<file path="config.mk">
export PLATFORM = sky130hd
export DESIGN_NAME = alu_cmd_sequencer
export DESIGN_NICKNAME = d
export VERILOG_FILES = /design/src/rtl/alu_cmd_sequencer.sv
export SDC_FILE = /design/constraint.sdc
export NUM_CORES = 1
export LEC_CHECK = 0
export CORE_MARGIN = 3
export CORE_UTILIZATION = 30
export CTS_CLUSTER_DIAMETER = 30
export DETAILED_ROUTE_END_ITERATION = 8
export GPL_ROUTABILITY_DRIVEN = 0
export PLACE_DENSITY = 0.64
export SLEW_MARGIN = 10
export SYNTH_ARGS = -nofsm -noshare
export SYNTH_HDL_FRONTEND = slang
export SYNTH_SLANG_ARGS = --single-unit
</file>
<file path="constraint.sdc">
create_clock -name CLK -period 1.9 [get_ports CLK]
set_input_delay 0.38 -clock CLK [delete_from_list [all_inputs] [get_ports CLK]]
set_output_delay 0.38 -clock CLK [all_outputs]
set_load 0.01 [all_outputs]
</file>
<file path="src/rtl/alu_cmd_sequencer.sv">
// Command-side ALU initiator: cmd handshake -> drive alu_* -> wait unit flag -> rsp; 3-cycle latency, held until rsp_ready.
// ALU_SEQ_SKID_EN adds a one-entry command buffer so a new command can be taken during WAIT/RESP.
module alu_cmd_sequencer #(
  parameter int IN_DATA_WIDTH   = 16,
  parameter int ARITH_OUT_WIDTH = 32,
  parameter int LOGIC_OUT_WIDTH = 16,
  parameter int SHIFT_OUT_WIDTH = 16,
  parameter int CMP_OUT_WIDTH   = 2,
  parameter int TIMEOUT_CYCLES  = 4
) (
  input  logic                       CLK,
  input  logic                       RST,
  input  logic                       cmd_valid,
  output logic                       cmd_ready,
  input  logic [3:0]                 cmd_fun,
  input  logic [IN_DATA_WIDTH-1:0]   cmd_a,
  input  logic [IN_DATA_WIDTH-1:0]   cmd_b,
  output logic                       rsp_valid,
  input  logic                       rsp_ready,
  output logic [ARITH_OUT_WIDTH-1:0] rsp_data,
  output logic [3:0]                 rsp_fun,
  output logic                       rsp_err,
  output logic [IN_DATA_WIDTH-1:0]   alu_a,
  output logic [IN_DATA_WIDTH-1:0]   alu_b,
  output logic [3:0]                 alu_fun,
  input  logic [ARITH_OUT_WIDTH-1:0] alu_arith_out,
  input  logic [LOGIC_OUT_WIDTH-1:0] alu_logic_out,
  input  logic [SHIFT_OUT_WIDTH-1:0] alu_shift_out,
  input  logic [CMP_OUT_WIDTH-1:0]   alu_cmp_out,
  input  logic                       alu_arith_flag,
  input  logic                       alu_logic_flag,
  input  logic                       alu_cmp_flag,
  input  logic                       alu_shift_flag
);

  localparam int CNT_W = (TIMEOUT_CYCLES > 2) ? $clog2(TIMEOUT_CYCLES) : 1;
  localparam logic [CNT_W-1:0] CNT_LAST = CNT_W'(TIMEOUT_CYCLES - 1);

  typedef enum logic [1:0] {IDLE, WAIT, RESP} state_t;

  state_t                     state;
  logic [CNT_W-1:0]           cnt;
  logic                       flag_hit;
  logic [ARITH_OUT_WIDTH-1:0] sel_data;
  logic                       cmd_fire;
  logic                       rsp_fire;

`ifdef ALU_SEQ_SKID_EN
  logic                     buf_vld;
  logic [3:0]               buf_fun;
  logic [IN_DATA_WIDTH-1:0] buf_a;
  logic [IN_DATA_WIDTH-1:0] buf_b;

  assign cmd_ready = !RST && ((state == IDLE) || !buf_vld);
`else
  assign cmd_ready = !RST && (state == IDLE);
`endif

  assign cmd_fire = cmd_valid && cmd_ready;
  assign rsp_fire = rsp_valid && rsp_ready;

  // Only the unit addressed by alu_fun[3:2] may complete the command.
  always_comb begin
    flag_hit = 1'b0;
    sel_data = '0;
    case (alu_fun[3:2])
      2'b00: begin flag_hit = alu_arith_flag; sel_data = alu_arith_out; end
      2'b01: begin flag_hit = alu_logic_flag; sel_data = ARITH_OUT_WIDTH'(alu_logic_out); end
      2'b10: begin flag_hit = alu_cmp_flag;   sel_data = ARITH_OUT_WIDTH'(alu_cmp_out); end
      default: begin flag_hit = alu_shift_flag; sel_data = ARITH_OUT_WIDTH'(alu_shift_out); end
    endcase
  end

  always_ff @(posedge CLK) begin
    if (RST) begin
      state     <= IDLE;
      cnt       <= '0;
      rsp_valid <= 1'b0;
      rsp_data  <= '0;
      rsp_fun   <= '0;
      rsp_err   <= 1'b0;
      alu_a     <= '0;
      alu_b     <= '0;
      alu_fun   <= '0;
`ifdef ALU_SEQ_SKID_EN
      buf_vld   <= 1'b0;
      buf_fun   <= '0;
      buf_a     <= '0;
      buf_b     <= '0;
`endif
    end else begin
      case (state)
        IDLE: begin
          if (cmd_fire) begin
            alu_a   <= cmd_a;
            alu_b   <= cmd_b;
            alu_fun <= cmd_fun;
            cnt     <= '0;
            state   <= WAIT;
          end
        end
        WAIT: begin
          // A flag on the terminal-count cycle still beats the timeout.
          if (flag_hit) begin
            rsp_data  <= sel_data;
            rsp_err   <= 1'b0;
            rsp_fun   <= alu_fun;
            rsp_valid <= 1'b1;
            state     <= RESP;
          end else if (cnt == CNT_LAST) begin
            rsp_data  <= '0;
            rsp_err   <= 1'b1;
            rsp_fun   <= alu_fun;
            rsp_valid <= 1'b1;
            state     <= RESP;
          end else begin
            cnt <= cnt + CNT_W'(1);
          end
        end
        RESP: begin
          if (rsp_fire) begin
            rsp_valid <= 1'b0;
`ifdef ALU_SEQ_SKID_EN
            if (buf_vld) begin
              alu_a   <= buf_a;
              alu_b   <= buf_b;
              alu_fun <= buf_fun;
              buf_vld <= 1'b0;
              cnt     <= '0;
              state   <= WAIT;
            end else if (cmd_fire) begin
              alu_a   <= cmd_a;
              alu_b   <= cmd_b;
              alu_fun <= cmd_fun;
              cnt     <= '0;
              state   <= WAIT;
            end else begin
              state <= IDLE;
            end
`else
            state <= IDLE;
`endif
          end
        end
        default: state <= IDLE;
      endcase
`ifdef ALU_SEQ_SKID_EN
      // Commands taken while busy park here unless they go straight to the ALU.
      if (cmd_fire && (state != IDLE) && !((state == RESP) && rsp_fire)) begin
        buf_vld <= 1'b1;
        buf_fun <= cmd_fun;
        buf_a   <= cmd_a;
        buf_b   <= cmd_b;
      end
`endif
    end
  end

endmodule
</file>
==> key figures, run 1 <==
Synthesis
  • Post-Synth Adder-Cell Area: less than 1%
  • Cells after Synth: 337
  • Yosys warns: 0
  • Post-Synth Simple-Gate Area: 15.7%
  • Seq cells post-synth: 78
  • Avg Inst Size Synth: 9.16 µm²
  • Xor-xnor portion of the synthesized cell area: 0%
  • Cell variety after synth: 29
  • Post-Syn Nets: 448
  • Top cells by area, synth: dfxtp_1 (51%), nand2_1 (11%), a22o_1 (8.2%)
  • Post-synth top area share: 50.6%
  • Synth Area in Compound Gates: 19.5%
  • Seq/Total Area, Yosys: 50.6%
  • Mux contribution to synthesized area: 9.04%
  • Largest family of logic cells by synthesized area: compound AO/OA/AOI/OAI gates
  • Cell Area, Synth: 3090 µm²
  • Area leader, netlist: dfxtp_1

Drt
  • Vias per cell: 4.63
  • Initial DRC count: 106
  • Antenna Nets Post-Route: 0
  • DR vias: a little over 3000
  • Drt first pass iters: 4
  • DRC violations left: 0
  • WL per Instance: 14.8 µm
  • Final WL: 9790 µm

Die
  • Initial Util: 31.3%
  • Top Ports: 185
  • Die Wd: 107 µm
  • Num rows: 36
  • Die H: 107 µm
  • Die area: 11500 µm²
  • Core ar.: 9860 µm²

Flow run
  • Max-capacitance violation count: 0

Worst setup path
  • Critical Path AT: 1.35 ns
  • Critical Path RT: 1.52 ns
  • Worst Setup End Kind: output pin
  • Startpoint types: input pin
  • CP Class: input pin to output pin
  • Crit-path max FO: 2

Global routing
  • Initial antenna violation count: 0
  • Global-route usage over all layers: 16.4%
  • Vias in the first global route: 2930
  • First-pass GRT wire length: 15000 µm
  • Congestion Overflow GR: 0
  • Largest net degree at the start of global routing: 39

Timing
  • WHS: 0.457 ns
  • Max Slew Vio Count: 0
  • Setup repair after global routing missed its margin: false
  • Tcrit/Tclk final: 91.0%
  • Endpoints failing setup: 0
  • Tightest Pin Transition: 0.382 ns
  • F_max: between 500 and 600 MHz
  • Final setup margin: between 0.15 and 0.2 ns
  • Endpoints failing hold: 0
  • Period minus WS final: approximately 1.7 ns
  • Setup tns final: 0 ns
  • Slew margin rel.: 74.5%
  • Skew final: 0.0152 ns

Layout
  • FF/Latch Area: roughly 1600 µm²
  • Commonest non-fill, non-tap cell in the layout: clkdlybuf4s50_1
  • Fill cell count: ~870
  • Commonest non-fill, non-tap cells in the layout: clkdlybuf4s50_1 (181), nand2_1 (90), dfxtp_1 (76), o21ai_0 (48), a22o_1 (29)
  • ANT cells: 0
  • Share of layout cells above drive strength 1: 8.37%
  • Final non-filler cell total: between 600 and 700
  • Area of the multi-input gates: about 1400 µm²
  • Final layout net count: 633
  • Area Overhead vs Synth: 74.3%

Placement
  • Number of buffers added on ports: roughly 180
  • Pre-CTS setup slack: -0.159 ns
  • Placed wire-length estimate: ~7500 µm
  • Inst Count DP: between 600 and 700

Power and ir drop
  • Power density over cell area: 735 nW/µm²
  • Peak VDD IR: around 460 µV
  • Leakage power figure: 0.00198 µW

Clocking
  • Sink Count: 78
  • Hold_buf cts: 0
  • TritonCTS clock tree: done
  • CTS root buf: clkbuf_8
  • CTS H-tree lvls: 3
  • Clk pin slew, worst setup/hold paths: 0.07 ns
  • Worst-Skew Late Latency: between 0.3 and 0.4 ns
  • Clk buf depth: 2
  • TritonCTS buffer count: 9

Outcome
  • Status: complete, no violations

Hold path
  • Hold crit path type: flop to flop
## synth_stat cells
cell type	n
or2_2	1
mux2i_1	20
buf_2	8
o221a_2	1
dfxtp_1	78
a22o_1	29
and2_1	2
ha_1	1
nor3_1	2
nor2b_1	2
nand2_1	90
nor4_4	1
inv_1	5
a22oi_1	1
o21ai_0	48
nand2b_1	2
nor3_2	1
a221oi_4	1
mux2_2	3
clkbuf_1	14
o221ai_1	3
a31o_2	1
a21oi_1	4
buf_6	3
mux4_2	2
nor2_1	9
a21o_1	1
nor3b_1	3
nor2_2	1
## what timing repair did
| action | 4_1_cts | 5_1_grt |
|---|---|---|
| cloned | 0 | 0 |
| setup buffers | 0 | 0 |
| endpoints found under the setup margin | 3 | 2 |
| gates resized for setup | 3 | 3 |
## through the flow
| step | power (µW) | area, µm² | util [%] |
|---|---|---|---|
| global placement | 2640 | 5160 | 52.3 |
| floorplan | 2130 | 3090 | - |
| detailed placement | 2650 | 5160 | 52.3 |
| finish | 3950 | 5380 | 54.5 |
| CTS | 4020 | 5370 | 54.4 |
| global route | 4160 | 5380 | 54.5 |
## routing by layer
layer	share of wire [%]	up-vias	track usage (%)
met5	0	-	0
met4	1.3	0	4.15
met3	13	12	8.04
met2	45	149	26.4
met1	41	1363	19.7
li1	-	1526	-
## report_power, final
group | switching [µW] | internal [µW]
combinational | 314 | 498
sequential | 56.6 | 1730
clock | 611 | 738
## layout make-up
class                      instances  share of cell area [%]
clock buffer                      10                    2.37
multi-input combinational        229                    25.7
clock inverter                     5                    1.58
sequential                        78                    29.1
tap                              133                    3.09
inverter                           5                   0.349
timing repair buffer             199                    37.8
## registers in the layout (all words and copies together), names as in the netlist
register and flops:
alu_a 16, alu_b 16, alu_fun 4, cnt 2, rsp_data 32, rsp_err 1
rsp_fun 4, rsp_valid 1, state 2
## worst paths after layout
kind | slack (ns) | endpoint | cells after the start | start
worst max-delay path | 0.17 | cmd_ready | 3 | RST
worst min-delay path | 0.46 | alu_b[3]$_SDFFE_PP0P_ | 2 | alu_b[3]$_SDFFE_PP0P_
worst max register to register | 0.24 | rsp_data[3]$_SDFFE_PP0P_ | 6 | cnt[0]$_SDFFE_PP0P_
worst min register to register | 0.46 | alu_b[3]$_SDFFE_PP0P_ | 2 | alu_b[3]$_SDFFE_PP0P_
## cell families (layout without fill, tap and decap cells)
kind of cell / Yosys count / after routing
DFF: 78 / 78
buffers and inverters: 30 / 219
muxes: 25 / 25
and+or+nand+nor: 114 / 114
AOI/OAI and AO/OA: 89 / 89
adders and majority gates: 1 / 1
## worst max-delay path, cell delays in order
cell	delay (ns)
clkdlybuf4s50_1	0.43
nor3_1	0.21
dlygate4sd2_1	0.33
(Power assumes the default switching activity.)
==> run 2: changes to the inputs <==
Settings changed: CAP_MARGIN set to 25, GPL_TIMING_DRIVEN set to 0, SLEW_MARGIN 10 to 30.
==> run 2 against run 1 <==
  * Clock power grew 5%
  * Via count grew 1.9%
  * Clock skew shrank 0.0030 ns
  * Die area is the same
  * Clock-buffer cell count grew 1
  * Sequential cell count is the same
  * Hold slack gained 0.0044 ns
  * Routed wire length grew 5.1%
  * Combinational power shrank 1%
  * Critical path type is now flop to output pin
  * Largest cell class unchanged
  * Highest routed layer unchanged
==> key figures, run 2 (synthesized netlist as in run 1, its figures left out) <==
Worst setup path
  • Critical Path AT: 1.36 ns (about the same)
  • Crit-path max FO: 7 (+5)
  • Critical Path RT: 1.52 ns (about the same)
  • Startpoint types: flop
  • Worst Setup End Kind: output pin
  • Crit path max-delay family: buffers and inverters
  • CP Class: flop to output pin
  • Crit path largest cell delay: 0.60 ns (+0.17 ns)
  • Buf/Inv on CP: 1 (-1)
  • Critical path's slowest cell: clkdlybuf4s50_1
  • Crit-path cells: clkdlybuf4s50_1

Timing
  • Endpoints failing setup: 0 (unchanged)
  • WHS: 0.461 ns (+0.00441 ns)
  • Tcrit/Tclk final: 91.5% (+0.51 points)
  • Endpoints failing hold: 0 (unchanged)
  • Final setup margin: 0.162 ns (-0.00967 ns)
  • Setup repair after global routing missed its margin: false
  • Skew final: 0.0122 ns (-0.00303 ns)
  • Max Slew Vio Count: 0 (unchanged)
  • Slew margin rel.: 63.8% (-11 points)
  • Tightest Pin Transition: 0.543 ns (+0.161 ns)
  • F_max: 575 MHz (-0.56%)
  • Period minus WS final: 1.74 ns (+0.00967 ns)

Global routing
  • First-pass GRT wire length: 15900 µm (+5.9%)
  • Global-route usage over all layers: 17.5% (+1.0 points)
  • Vias in the first global route: 3104 (+5.9%)
  • Largest net degree at the start of global routing: 14 (-64%)
  • Initial antenna violation count: 0 (unchanged)
  • Congestion Overflow GR: 0 (unchanged)

Layout
  • Share of layout cells above drive strength 1: 8.92% (+0.56 points)
  • Commonest non-fill, non-tap cells in the layout: clkdlybuf4s50_1 (182), nand2_1 (90), dfxtp_1 (77), o21ai_0 (48), a22o_1 (29)
  • ANT cells: 0 (unchanged)
  • Area Overhead vs Synth: 73.5%
  • Fill cell count: 909 (+5.1%)
  • Max reg flops: 32 (unchanged)
  • FF/Latch Area: 1560 µm² (-0.24%)
  • Cell area after layout: 5350 µm² (-0.47%)
  • Biggest regs: rsp_data (32), alu_a (16), alu_b (16)
  • Largest Register: rsp_data
  • Final layout net count: 644 (+1.7%)
  • Area of the multi-input gates: 1400 µm² (+1.1%)
  • Utilization after layout: 54.3% (-0.25 points)
  • Commonest non-fill, non-tap cell in the layout: clkdlybuf4s50_1

Clocking
  • Sink Count: 78 (unchanged)
  • CTS root buf: clkbuf_8
  • TritonCTS buffer count: 9 (unchanged)
  • CTS H-tree lvls: 3 (unchanged)
  • Worst-Skew Late Latency: 0.34 ns (about the same)
  • Clk buf depth: 2 (unchanged)
  • Clk pin slew, worst setup/hold paths: 0.08 ns (about the same)
  • TritonCTS clock tree: done

Die
  • Top Ports: 185 (unchanged)
  • Initial Util: 31.3% (unchanged)
  • Die H: 107 µm (unchanged)
  • Die Wd: 107 µm (unchanged)
  • Num rows: 36 (unchanged)
  • Core ar.: 9860 µm² (unchanged)
  • Die area: 11500 µm² (unchanged)

Hold path
  • Hold crit path type: flop to flop

Power and ir drop
  • Power density over cell area: 749 nW/µm² (+1.9%)
  • Pwr Total: 4010 µW (+1.5%)
  • Peak VDD IR: 482 µV (+4.0%)
  • Leakage power figure: 0.00196 µW (-1.1%)

Placement
  • Pre-CTS setup slack: -0.392 ns (-0.233 ns)
  • Number of buffers added on ports: 183 (-0.54%)
  • Placed wire-length estimate: 8030 µm (+7.5%)
  • Post-placement cell area: 5080 µm² (-1.4%)

Drt
  • DRC violations left: 0 (unchanged)
  • WL per Instance: 15.3 µm (+3.2%)
  • Antenna Nets Post-Route: 0 (unchanged)
  • Final WL: 10300 µm (+5.1%)
  • DR vias: 3108 (+1.9%)
  • Drt first pass iters: 4 (unchanged)
  • Initial DRC count: 130 (+23%)
  • Vias per cell: 4.63 (about the same)

Flow run
  • Max-capacitance violation count: 0 (unchanged)

Outcome
  • Status: complete, no violations
run 2: power breakdown:
group	switching (µW)	internal, µW
Clock	605	812
Sequential	57.3	1730
Combinational	320	481
Total	982	3030
run 2: cell type report:
cell class	count	share of cell area, %
inverters	5	0.351
plain buffers	25	2.45
clock buffers	11	2.83
well taps	133	3.11
repair buffers	185	34.5
clock inverters	5	1.52
multi-input cells	229	26.1
flip-flops and latches	78	29.2
run 2: stage by stage:
stage / TNS, ns / instances
after CTS: 0 / 670
final: 0 / 671
after global placement: -11.92 / 653
after floorplan: 0 / 337
after detailed placement: -13.80 / 653
after global routing: 0 / 671
run 2: what timing repair did:
| action | CTS | global route |
|---|---|---|
| gates resized for setup | 2 | 10 |
| endpoints found under the setup margin | 19 | 48 |
| cloned | 0 | 0 |
| pin swaps | 2 | 1 |
| buffers inserted | 1 | 1 |
| hold buffers | 0 | 0 |
run 2: routing by layer:
layer / up-vias / GRT usage (%) / part of all wire, % / wire, µm
met4: 0 / 4.42 / 0.90 / 93
met5: - / 0 / 0 / 0
li1: 1550 / - / - / -
met2: 129 / 29.7 / 47 / 4820
met3: 4 / 7.62 / 10 / 1070
met1: 1425 / 20.2 / 42 / 4300
run 2: final timing paths:
path | start | to | slack [ns] | cells after the start
min | alu_b[11]$_SDFFE_PP0P_ | alu_b[11]$_SDFFE_PP0P_ | 0.46 | 2
max reg2reg | alu_fun[2]$_SDFFE_PP0P_ | rsp_data[6]$_SDFFE_PP0P_ | 0.17 | 6
min reg2reg | alu_b[11]$_SDFFE_PP0P_ | alu_b[11]$_SDFFE_PP0P_ | 0.46 | 2
max | alu_fun[3]$_SDFFE_PP0P_ | alu_fun[3] | 0.16 | 1
